==> config.mk <==
export PLATFORM = sky130hd
export DESIGN_NAME = manhattan_ring_generator_flat
export DESIGN_NICKNAME = d
export VERILOG_FILES = /design/src/rtl/manhattan_ring_generator_if.sv /design/src/rtl/manhattan_ring_generator.sv /design/src/flat_wrapper.sv
export SDC_FILE = /design/constraint.sdc
export NUM_CORES = 1
export LEC_CHECK = 0
export CAP_MARGIN = 30
export CORE_MARGIN = 5
export CORE_UTILIZATION = 59
export DETAILED_ROUTE_END_ITERATION = 8
export PLACE_DENSITY = 0.91
export REMOVE_ABC_BUFFERS = 1
export SETUP_SLACK_MARGIN = 0.05
export SLEW_MARGIN = 15
export SYNTH_ARGS = -nofsm -noshare
export SYNTH_HDL_FRONTEND = slang
export SYNTH_SLANG_ARGS = --single-unit
==> constraint.sdc <==
create_clock -name clk -period 4.1 [get_ports clk]
set_input_delay 0.41 -clock clk [delete_from_list [all_inputs] [get_ports clk]]
set_output_delay 0.41 -clock clk [all_outputs]
set_load 0.1 [all_outputs]
==> src/rtl/manhattan_ring_generator_if.sv <==
// Point-stream bundle between the ring generator and its consumer.
// The master side is the generator and the slave side is the command source or consumer.
interface manhattan_ring_generator_if;
  logic       start;
  logic [3:0] center_x;
  logic [3:0] center_y;
  logic [3:0] radius;
  logic       out_ready;
  logic       out_valid;
  logic [3:0] out_x;
  logic [3:0] out_y;
  logic       busy;
  logic       done;
  logic [5:0] point_count;

  modport master (
    input  start, center_x, center_y, radius, out_ready,
    output out_valid, out_x, out_y, busy, done, point_count
  );

  modport slave (
    output start, center_x, center_y, radius, out_ready,
    input  out_valid, out_x, out_y, busy, done, point_count
  );
endinterface

==> src/rtl/manhattan_ring_generator.sv <==
// Enumerates on-grid points at Manhattan distance R from (cx,cy): 1 SCAN cycle per candidate, >=1 EMIT cycle per point.
// Backpressure: EMIT holds out_valid and the point stable until out_ready; start is ignored while busy.
module manhattan_ring_generator (
  input  logic                        clk,
  input  logic                        rst,
  manhattan_ring_generator_if.master  ring
);

  typedef enum logic [1:0] {IDLE, SCAN, EMIT, DONE} state_t;

  state_t      state, state_nxt;
  logic [3:0]  cx, cy, r;
  logic [1:0]  seg;
  logic [3:0]  step;
  logic [3:0]  pt_x, pt_y;
  logic [5:0]  pt_count;

  logic signed [5:0] ecx, ecy, er, ei;
  logic signed [5:0] cand_x, cand_y;
  logic in_bounds, last;
  logic load, advance, capture, accept;

  assign ecx = {2'b00, cx};
  assign ecy = {2'b00, cy};
  assign er  = {2'b00, r};
  assign ei  = {2'b00, step};

  // Candidate k is tracked as (seg, step) so no divider is needed.
  always_comb begin
    cand_x = ecx;
    cand_y = ecy;
    case (seg)
      2'd0: begin cand_x = ecx + er - ei; cand_y = ecy + ei;      end
      2'd1: begin cand_x = ecx - ei;      cand_y = ecy + er - ei; end
      2'd2: begin cand_x = ecx - er + ei; cand_y = ecy - ei;      end
      default: begin cand_x = ecx + ei;   cand_y = ecy - er + ei; end
    endcase
  end

  // Candidates span -15..30, so bits [5:4] are zero exactly when 0..15.
  assign in_bounds = (cand_x[5:4] == 2'b00) && (cand_y[5:4] == 2'b00);
  assign last      = (r == 4'd0) || ((seg == 2'd3) && (step == r - 4'd1));

  always_ff @(posedge clk or posedge rst) begin
    if (rst) state <= IDLE;
    else     state <= state_nxt;
  end

  always_comb begin
    state_nxt = state;
    load      = 1'b0;
    advance   = 1'b0;
    capture   = 1'b0;
    accept    = 1'b0;
    case (state)
      IDLE: begin
        if (ring.start) begin
          load      = 1'b1;
          state_nxt = SCAN;
        end
      end
      SCAN: begin
        if (in_bounds) begin
          capture   = 1'b1;
          state_nxt = EMIT;
        end else if (last) begin
          state_nxt = DONE;
        end else begin
          advance   = 1'b1;
        end
      end
      EMIT: begin
        if (ring.out_ready) begin
          accept = 1'b1;
          if (last) begin
            state_nxt = DONE;
          end else begin
            advance   = 1'b1;
            state_nxt = SCAN;
          end
        end
      end
      default: state_nxt = IDLE;
    endcase
  end

  always_ff @(posedge clk or posedge rst) begin
    if (rst) begin
      cx       <= '0;
      cy       <= '0;
      r        <= '0;
      seg      <= '0;
      step     <= '0;
      pt_x     <= '0;
      pt_y     <= '0;
      pt_count <= '0;
    end else begin
      if (load) begin
        cx       <= ring.center_x;
        cy       <= ring.center_y;
        r        <= ring.radius;
        seg      <= '0;
        step     <= '0;
        pt_count <= '0;
      end
      if (advance) begin
        if (step == r - 4'd1) begin
          step <= '0;
          seg  <= seg + 2'd1;
        end else begin
          step <= step + 4'd1;
        end
      end
      if (capture) begin
        pt_x <= cand_x[3:0];
        pt_y <= cand_y[3:0];
      end
      if (accept) pt_count <= pt_count + 6'd1;
    end
  end

  assign ring.out_valid   = (state == EMIT);
  assign ring.busy        = (state != IDLE);
  assign ring.done        = (state == DONE);
  assign ring.out_x       = pt_x;
  assign ring.out_y       = pt_y;
  assign ring.point_count = pt_count;

endmodule

==> src/flat_wrapper.sv <==
// flat-port wrapper written by rule: the top's interface ports become plain ports
module manhattan_ring_generator_flat 
  (clk, rst, ring_start, ring_center_x, ring_center_y, ring_radius, ring_out_ready, ring_out_valid, ring_out_x, ring_out_y, ring_busy, ring_done, ring_point_count);
  manhattan_ring_generator_if ring_i ();
  input  logic clk;
  input  logic rst;
  input wire logic [$bits(ring_i.start)-1:0] ring_start;
  input wire logic [$bits(ring_i.center_x)-1:0] ring_center_x;
  input wire logic [$bits(ring_i.center_y)-1:0] ring_center_y;
  input wire logic [$bits(ring_i.radius)-1:0] ring_radius;
  input wire logic [$bits(ring_i.out_ready)-1:0] ring_out_ready;
  output wire logic [$bits(ring_i.out_valid)-1:0] ring_out_valid;
  output wire logic [$bits(ring_i.out_x)-1:0] ring_out_x;
  output wire logic [$bits(ring_i.out_y)-1:0] ring_out_y;
  output wire logic [$bits(ring_i.busy)-1:0] ring_busy;
  output wire logic [$bits(ring_i.done)-1:0] ring_done;
  output wire logic [$bits(ring_i.point_count)-1:0] ring_point_count;
  assign ring_i.start = ring_start;
  assign ring_i.center_x = ring_center_x;
  assign ring_i.center_y = ring_center_y;
  assign ring_i.radius = ring_radius;
  assign ring_i.out_ready = ring_out_ready;
  assign ring_out_valid = ring_i.out_valid;
  assign ring_out_x = ring_i.out_x;
  assign ring_out_y = ring_i.out_y;
  assign ring_busy = ring_i.busy;
  assign ring_done = ring_i.done;
  assign ring_point_count = ring_i.point_count;
  manhattan_ring_generator u_core (.clk(clk), .rst(rst), .ring(ring_i));
endmodule
Word-level counts from Yosys, hierarchy flattened
Index checks and enable logic that the tools add are counted.
Widths: inputs -> output; s select.
Word-level totals
  output and inout bits: 17
  word-level logic and storage cells: 73
  flip-flop bits (word level): 34
Operators by class
  multiplexer cells: 26
  equal/unequal tests: 10
  reduce and logical (&&, ||, !) cells: 12
  add/subtract/negate cells: 16
Operators by type and width (count)
  $pmux 6 s3: 2
  $add 4x4->5: 4
  $sub 4x4->5: 4
  $mux 2: 8
  $add 6x5->6: 2
  $mux 4: 3
  $mux 6: 2
  $sub 6x5->6: 2
  $mux 1: 9
  $eq 2x2->1 const B: 4
  $logic_not 2->1: 4
  $add 6x1->6 const B: 1
  $pmux 2 s3: 1
  $reduce_bool 2->1: 3
  $add 4x1->4 const B: 1
  $eq 2x1->1 const B: 2
  $eq 4x4->1: 1
  $logic_not 4->1: 1
  $ne 2x2->1 const B: 2
  $sub 4x1->4 const B: 1
  $ne 3x1->1 const B: 1
  $reduce_and 3->1: 1
  $add 2x1->2 const B: 1
  $logic_and 1x1->1: 2
  other kinds (2): 2

Longest topological paths before layout
Gate-level depths: netlist of the first run.
  word-level depth: 8
  mapped depth: 15
  mapped depth without buffers: 15

Worst setup path before layout of the first run
Ideal clock, no wire load.
  path kind: reg2reg
  start point: reg u_core.r[1]
  end point: reg u_core.state[0]
  arrival: 3.121 ns
  stages on the path, launching flop included: 11
  period minus slack after synthesis: 3.246 ns
  buffers on the path: 0
  setup time: 0.125 ns
  path slack: 0.854 ns
  cell sequence: dfrtp_1 -> inv_1 -> fa_1 -> fa_1 -> nand2b_1 -> a221oi_1 -> o21ai_0 -> a32o_1 -> o211a_4 -> a21oi_1 -> mux2_2
Between the ends
  longest elaborated chain between the ends: 7
  elaborated cells on any way between the ends: 22
  those cells by class: 9 x add/sub; 2 x eq/ne; 4 x mux; 7 x reduce/logical
Ends and longest elaborated chain
  start: declaration: line manhattan_ring_generator.sv:12  | logic [3:0] cx, cy, r;
  start signal: assignment: line manhattan_ring_generator.sv:101  | r <= ring.radius;
  $sub 4x4->5 (tied with other cells): line manhattan_ring_generator.sv:35  | 2'd2: begin cand_x = ecx - er + ei; cand_y = ecy - ei; end
  $add 6x5->6 (tied with other cells): line manhattan_ring_generator.sv:35
  $pmux 6 s3: line manhattan_ring_generator.sv:32  | case (seg)
  $logic_not 2->1: line manhattan_ring_generator.sv:41  | assign in_bounds = (cand_x[5:4] == 2'b00) && (cand_y[5:4] == 2'b00);
  $logic_and 1x1->1: line manhattan_ring_generator.sv:41
  $ne 3x1->1 (no source line) / $mux 2 (equally long branches)
  $reduce_and 3->1 (no source line) / $pmux 2 s3 (equally long branches)
  end signal: assignment: line manhattan_ring_generator.sv:46  | else state <= state_nxt;
  end: declaration: line manhattan_ring_generator.sv:11  | state_t state, state_nxt;
Parallel ways exist; a longest one is shown, timed or not.
A chain may end at the register's enable or synchronous reset.

Worst setup path after layout of the first run
Ends and elaborated chain as after synthesis.

==> out/qor.csv, run 1 <==
metric,value,unit
core_area,0.005921,mm^2
async_reset_ff_share,100.0,%
io_pins,33,
tritoncts,built,
synthCells,378,
required,4290,ps
layout.nets,504,
ctsHtreeMaxLevel,2,
synth_edf_count,0,
drc_errors,0,
cts_root_buf,clkbuf_8,
seq_area_frac_synth,23.68,%
min_to,u_core.ring.point_count[5],
r2r_slack,460,ps
max_freq,0.2748,GHz
cts_buffers,5,
synth_fa_ha_area_share,27.92,%
rows,28,
grt_max_degree,35,
synth_cell_type_count,58,
crit_type,register to register,
routed_wl,8.718,mm
synth_top_family_by_area,adder cells,
wl_per_cell,17.76,um
critical_path_buf_inv_count,1,
min_from,u_core.ring.point_count[5],
num_vias,3038,
synth-xor-area-share,5.606,%
place_inst,483,
ant_nets,0,
cp_top_family,compound AO/OA/AOI/OAI gates,
min_period,3638,ps
area_growth,14.14,%
crit_slowest_cell,fa_1,
synth_compound_area_share,19.05,%
gr-total-overflow,0,
grtUsageTotal,24.08,%
outcome,"complete, no violations",
timing.rr.start,u_core.r[1],
cp_slowest_stage_delay,570,ps
drive_gt1_share,10.58,%
place.gp.congestion,0.9559,
num_antenna_cells,0,
vias_per_cell,6.187,
hold_viol_final,0,
clock_path_buffers,2,
netlist_area,0.003593,mm^2
slew_violations,0,
timing.rr.end,u_core.state[0],
synth_area_per_cell,9.506,um^2
grt_pass1_vias,3036,
clk_pin_slew,80,ps
die_h,88.04,um
worst-r2r-cell-count,10,
muxShareOfSynthArea,7.695,%
initial_core_util,60.69,%
clkSinkCount,34,
finalSetupTns,0,ps
fin_crit_sh,88.74,%
fillers,444,
rsz0062_at_grt,false,
crit_path_end_kind,register,
min_path_cells,1,
ys_ff_latch,34,
tightest_slew,993.5,ps
hold_class,register to register,
cp-start-kind,register,
cts_resized,0,
drt_pre_antenna_iters,5,
cp.arrival,3830,ps
die_area,0.007751,mm^2
synthSimpleGateAreaFrac,9.749,%
max_slew_margin,33.56,%
cpMostUsedCell,fa_1,
layout.cells.non_filler,491,
setup_viol,0,
post_cts_buffers,0,
worst-path-max-fanout,7,
synth_ff_type,dfrtp_1,
antenna_found_initial,0,
hpwl,6.837,mm
die_w,88.04,um
numPortBuffers,32,
ys_warn_count,0,
grt_pass1_wl,14.50,mm
drv_cap,0,
cts_hold_buffers,0,
drt_iter0_drc,329,
cp_cell_sequence,inv_1 > fa_1 > fa_1 > nand2b_1 > a221oi_1 > o21ai_0 > a32o_1 > o211a_4 > a21oi_1 > mux2_2,
fin_skew,8.208,ps
clk_latency,290,ps
## cell type report
cell class | instances | area (um^2) | share of cell area (%)
Clock buffer | 5 | 68.82 | 1.678
Clock inverter | 3 | 45.04 | 1.098
Inverter | 47 | 176.4 | 4.301
Multi-Input combinational cell | 291 | 2516 | 61.35
Sequential cell | 34 | 850.8 | 20.74
Tap cell | 75 | 93.84 | 2.288
Timing Repair Buffer | 36 | 350.3 | 8.542
## through the flow
step	hold slack [ps]	utilization, %	instance area [um^2]	setup WS [ps]
global placement	481.4	67.35	3988	577.9
finish	499.8	69.27	4101	461.6
detailed placement	489.9	67.35	3988	481.9
global route	526.6	69.27	4101	259.5
CTS	500.2	69.27	4101	477.9
floorplan	498.8	-	3543	854.3
## kinds of logic (layout without fill, tap and decap cells)
family / count (synthesis) / after routing
compound gates: 98 / 98
simple gates: 72 / 72
fa+ha+maj: 73 / 73
flops: 34 / 34
xor+xnor: 23 / 23
buf+inv: 53 / 91
mux: 25 / 25
## Yosys cell counts, types with 2 or more instances
| cell type | number | area, um^2 |
|---|---|---|
| nand3_1 | 5 | 25.02 |
| clkbuf_8 | 2 | 27.53 |
| nand4_1 | 2 | 12.51 |
| inv_1 | 47 | 176.4 |
| nor2_1 | 24 | 90.09 |
| o21ai_0 | 19 | 95.09 |
| xor2_1 | 7 | 61.31 |
| mux2i_1 | 4 | 40.04 |
| clkbuf_1 | 3 | 11.26 |
| ha_1 | 61 | 763.2 |
| and2_1 | 2 | 12.51 |
| nor2b_1 | 2 | 12.51 |
| nand2b_1 | 5 | 31.28 |
| a211oi_1 | 2 | 15.01 |
| fa_1 | 12 | 240.2 |
| a31oi_1 | 5 | 31.28 |
| a21o_1 | 6 | 45.04 |
| o221ai_1 | 6 | 52.55 |
| a211o_1 | 2 | 17.52 |
| dfrtp_1 | 34 | 850.8 |
| mux2_2 | 21 | 236.5 |
| o211ai_1 | 4 | 30.03 |
| nand2_1 | 19 | 71.32 |
| o22ai_1 | 6 | 37.54 |
| xnor2_1 | 16 | 140.1 |
| o21bai_1 | 5 | 37.54 |
| a221oi_1 | 3 | 26.28 |
| nor3_1 | 2 | 10.01 |
| a21oi_1 | 22 | 110.1 |
| a22oi_1 | 2 | 15.01 |
## flip-flops by register name, indices dropped and copies added, names as in the netlist
| register | count |
|---|---|
| u_core.state | 2 |
| u_core.ring.point_count | 6 |
| u_core.seg | 2 |
| u_core.ring.out_y | 4 |
| u_core.ring.out_x | 4 |
| u_core.step | 4 |
| u_core.r | 4 |
| u_core.cy | 4 |
| u_core.cx | 4 |
## placed cells by master, fill, tap and decap left out, types with 6 or more instances in the layout
master	n
dfrtp_1	34
fa_1	12
ha_1	61
o21ai_0	19
nand2_1	19
xnor2_1	16
mux2_2	21
nor2_1	24
a21o_1	6
o22ai_1	6
a21oi_1	22
xor2_1	7
inv_1	47
o221ai_1	6
clkdlybuf4s50_1	32
## layer usage
layer  vias up  wire length, um  track usage, %  part of all wire [%]
li1       1406                -               -                     -
met1      1449             3699           31.79                    42
met2       155             4116           40.41                    47
met3        28              665           3.575                   7.6
met4         0              236           8.242                   2.7
met5         -                0               0                     0
## how the worst max path moves through the flow
| stage | start | to | slack (ps) | cells past startpoint |
|---|---|---|---|---|
| 2_1_floorplan | u_core.r[1] | u_core.state[0] | 850 | 10 |
| 4_1_cts | u_core.r[1] | u_core.state[0] | 480 | 10 |
| 3_5_place_dp | u_core.r[1] | u_core.state[0] | 480 | 10 |
| 3_3_place_gp | u_core.r[1] | u_core.state[0] | 580 | 11 |
| 5_1_grt | u_core.r[1] | u_core.seg[1] | 260 | 15 |
| 6_report | u_core.r[1] | u_core.state[0] | 460 | 10 |
Power of run 1 is not shown: default switching activity piles up to over one toggle a cycle in this logic, so the estimate is an artifact.
==> inputs of run 2 (changes only) <==
--- a/config.mk
+++ b/config.mk
@@ -10,6 +10,7 @@
 export CORE_UTILIZATION = 59
 export DETAILED_ROUTE_END_ITERATION = 8
 export PLACE_DENSITY = 0.91
+export RECOVER_POWER = 25
 export REMOVE_ABC_BUFFERS = 1
 export SETUP_SLACK_MARGIN = 0.05
 export SLEW_MARGIN = 15
==> out/qor.csv, run 2 (synthesis gave the netlist of run 1 again) <==
metric,value,unit
outcome,"complete, but fails checks",
violations,"max-capacitance violations, max-slew violations",
num_antenna_cells,0,
area_growth,14.03,%
post_cts_buffers,0,
final_common_cell,ha_1,
min_from,u_core.ring.point_count[5],
largest_reg_flops,6,
grt_max_degree,35,
vias_per_cell,6.208,
clk_pin_slew,80,ps
core_area,0.005921,mm^2
tightest_slew,1912,ps
slew_violations,35,
grt_pass1_vias,3036,
die_area,0.007751,mm^2
required,4290,ps
num_vias,3048,
worst-path-max-fanout,7,
cts_buffers,5,
routed_wl,8.721,mm
place.gp.congestion,0.9559,
io_pins,33,
cts_hold_buffers,0,
min_period,3645,ps
timing.rr.end,u_core.state[0],
gr-total-overflow,0,
wl_per_cell,17.76,um
initial_core_util,60.69,%
cts_resized,0,
grt_pass1_wl,14.50,mm
hold_class,register to register,
fillers,446,
drv_cap,1,
worst-r2r-cell-count,10,
rows,28,
ant_nets,0,
timing.rr.start,u_core.r[1],
cp-start-kind,register,
numPortBuffers,32,
cts_root_buf,clkbuf_8,
rsz0062_at_grt,false,
multi_input_area,0.002516,mm^2
fin_crit_sh,88.90,%
die_w,88.04,um
fin_skew,8.364,ps
die_h,88.04,um
layout.cells.non_filler,491,
place_inst,483,
setup_viol,0,
crit_type,register to register,
hold_viol_final,0,
drt_iter0_drc,329,
drt_pre_antenna_iters,5,
layout.nets,504,
r2r_slack,460,ps
tritoncts,built,
ctsHtreeMaxLevel,2,
clkSinkCount,34,
clk_latency,300,ps
grtUsageTotal,24.08,%
hpwl,6.837,mm
drive_gt1_share,10.34,%
critPathLaunch,u_core.r[1],
final_cell_mix,"ha_1, inv_1, dfrtp_1",
max_slew_margin,-27.49,%
crit_path_end,u_core.state[0],
max_freq,0.2744,GHz
finalSetupTns,0,ps
cp.arrival,3830,ps
crit_path_end_kind,register,
seqCellArea,850.8,um^2
clock_path_buffers,2,
drc_errors,0,
antenna_found_initial,0,
## run 2: cell types whose count changed in the layout (fill, tap and decap cells not counted), sizes merged
cell / delta
dlygate4sd3: +1
buf: -1
clkdlybuf4s50: -1
clkbuf: +1
## run 2: layout make-up
| class | count | share of cell area [%] |
|---|---|---|
| clock buffer | 5 | 1.679 |
| tap | 75 | 2.290 |
| multi-input combinational | 291 | 61.40 |
| timing repair buffer | 36 | 8.458 |
| inverter | 47 | 4.305 |
| sequential | 34 | 20.76 |
| clock inverter | 3 | 1.099 |
## run 2: worst min-delay path by stage
stage	endpoint	slack, ps	cells after the start
after detailed placement	u_core.ring.point_count[5]	490	1
final	u_core.ring.point_count[5]	500	1
after global placement	u_core.ring.point_count[5]	480	1
after floorplan	u_core.seg[0]	500	1
after global routing	u_core.ring.out_x[2]	530	1
after CTS	u_core.ring.point_count[5]	500	1
## run 2: worst max-delay path, cell delays in order, from the launching register on
cell and delay [ps]:
dfrtp_1 560, inv_1 240, fa_1 570, fa_1 420, nand2b_1 200, a221oi_1 320
o21ai_0 130, a32o_1 330, o211a_4 280, a21oi_1 150, mux2_2 340
## run 2: metrics by stage
stage               util, %  cell area, um^2  hold slack [ps]  worst slack (ps)
floorplan                 -             3543            498.8             854.3
global placement      67.35             3988            481.4             577.9
detailed placement    67.35             3988            489.9             481.9
CTS                   69.27             4101            500.2             477.9
global route          69.21             4098            526.6             259.5
finish                69.21             4098            499.8             455.3
## run 2: layer usage
metal  GRT usage [%]  vias to the layer above  wire length [um]
li1                -                     1407                 -
met1           31.79                     1448              3686
met2           40.41                      158              4070
met3           3.575                       35               674
met4           8.242                        0               291
met5               0                        -                 0
Power of run 2 is left out for the same reason.
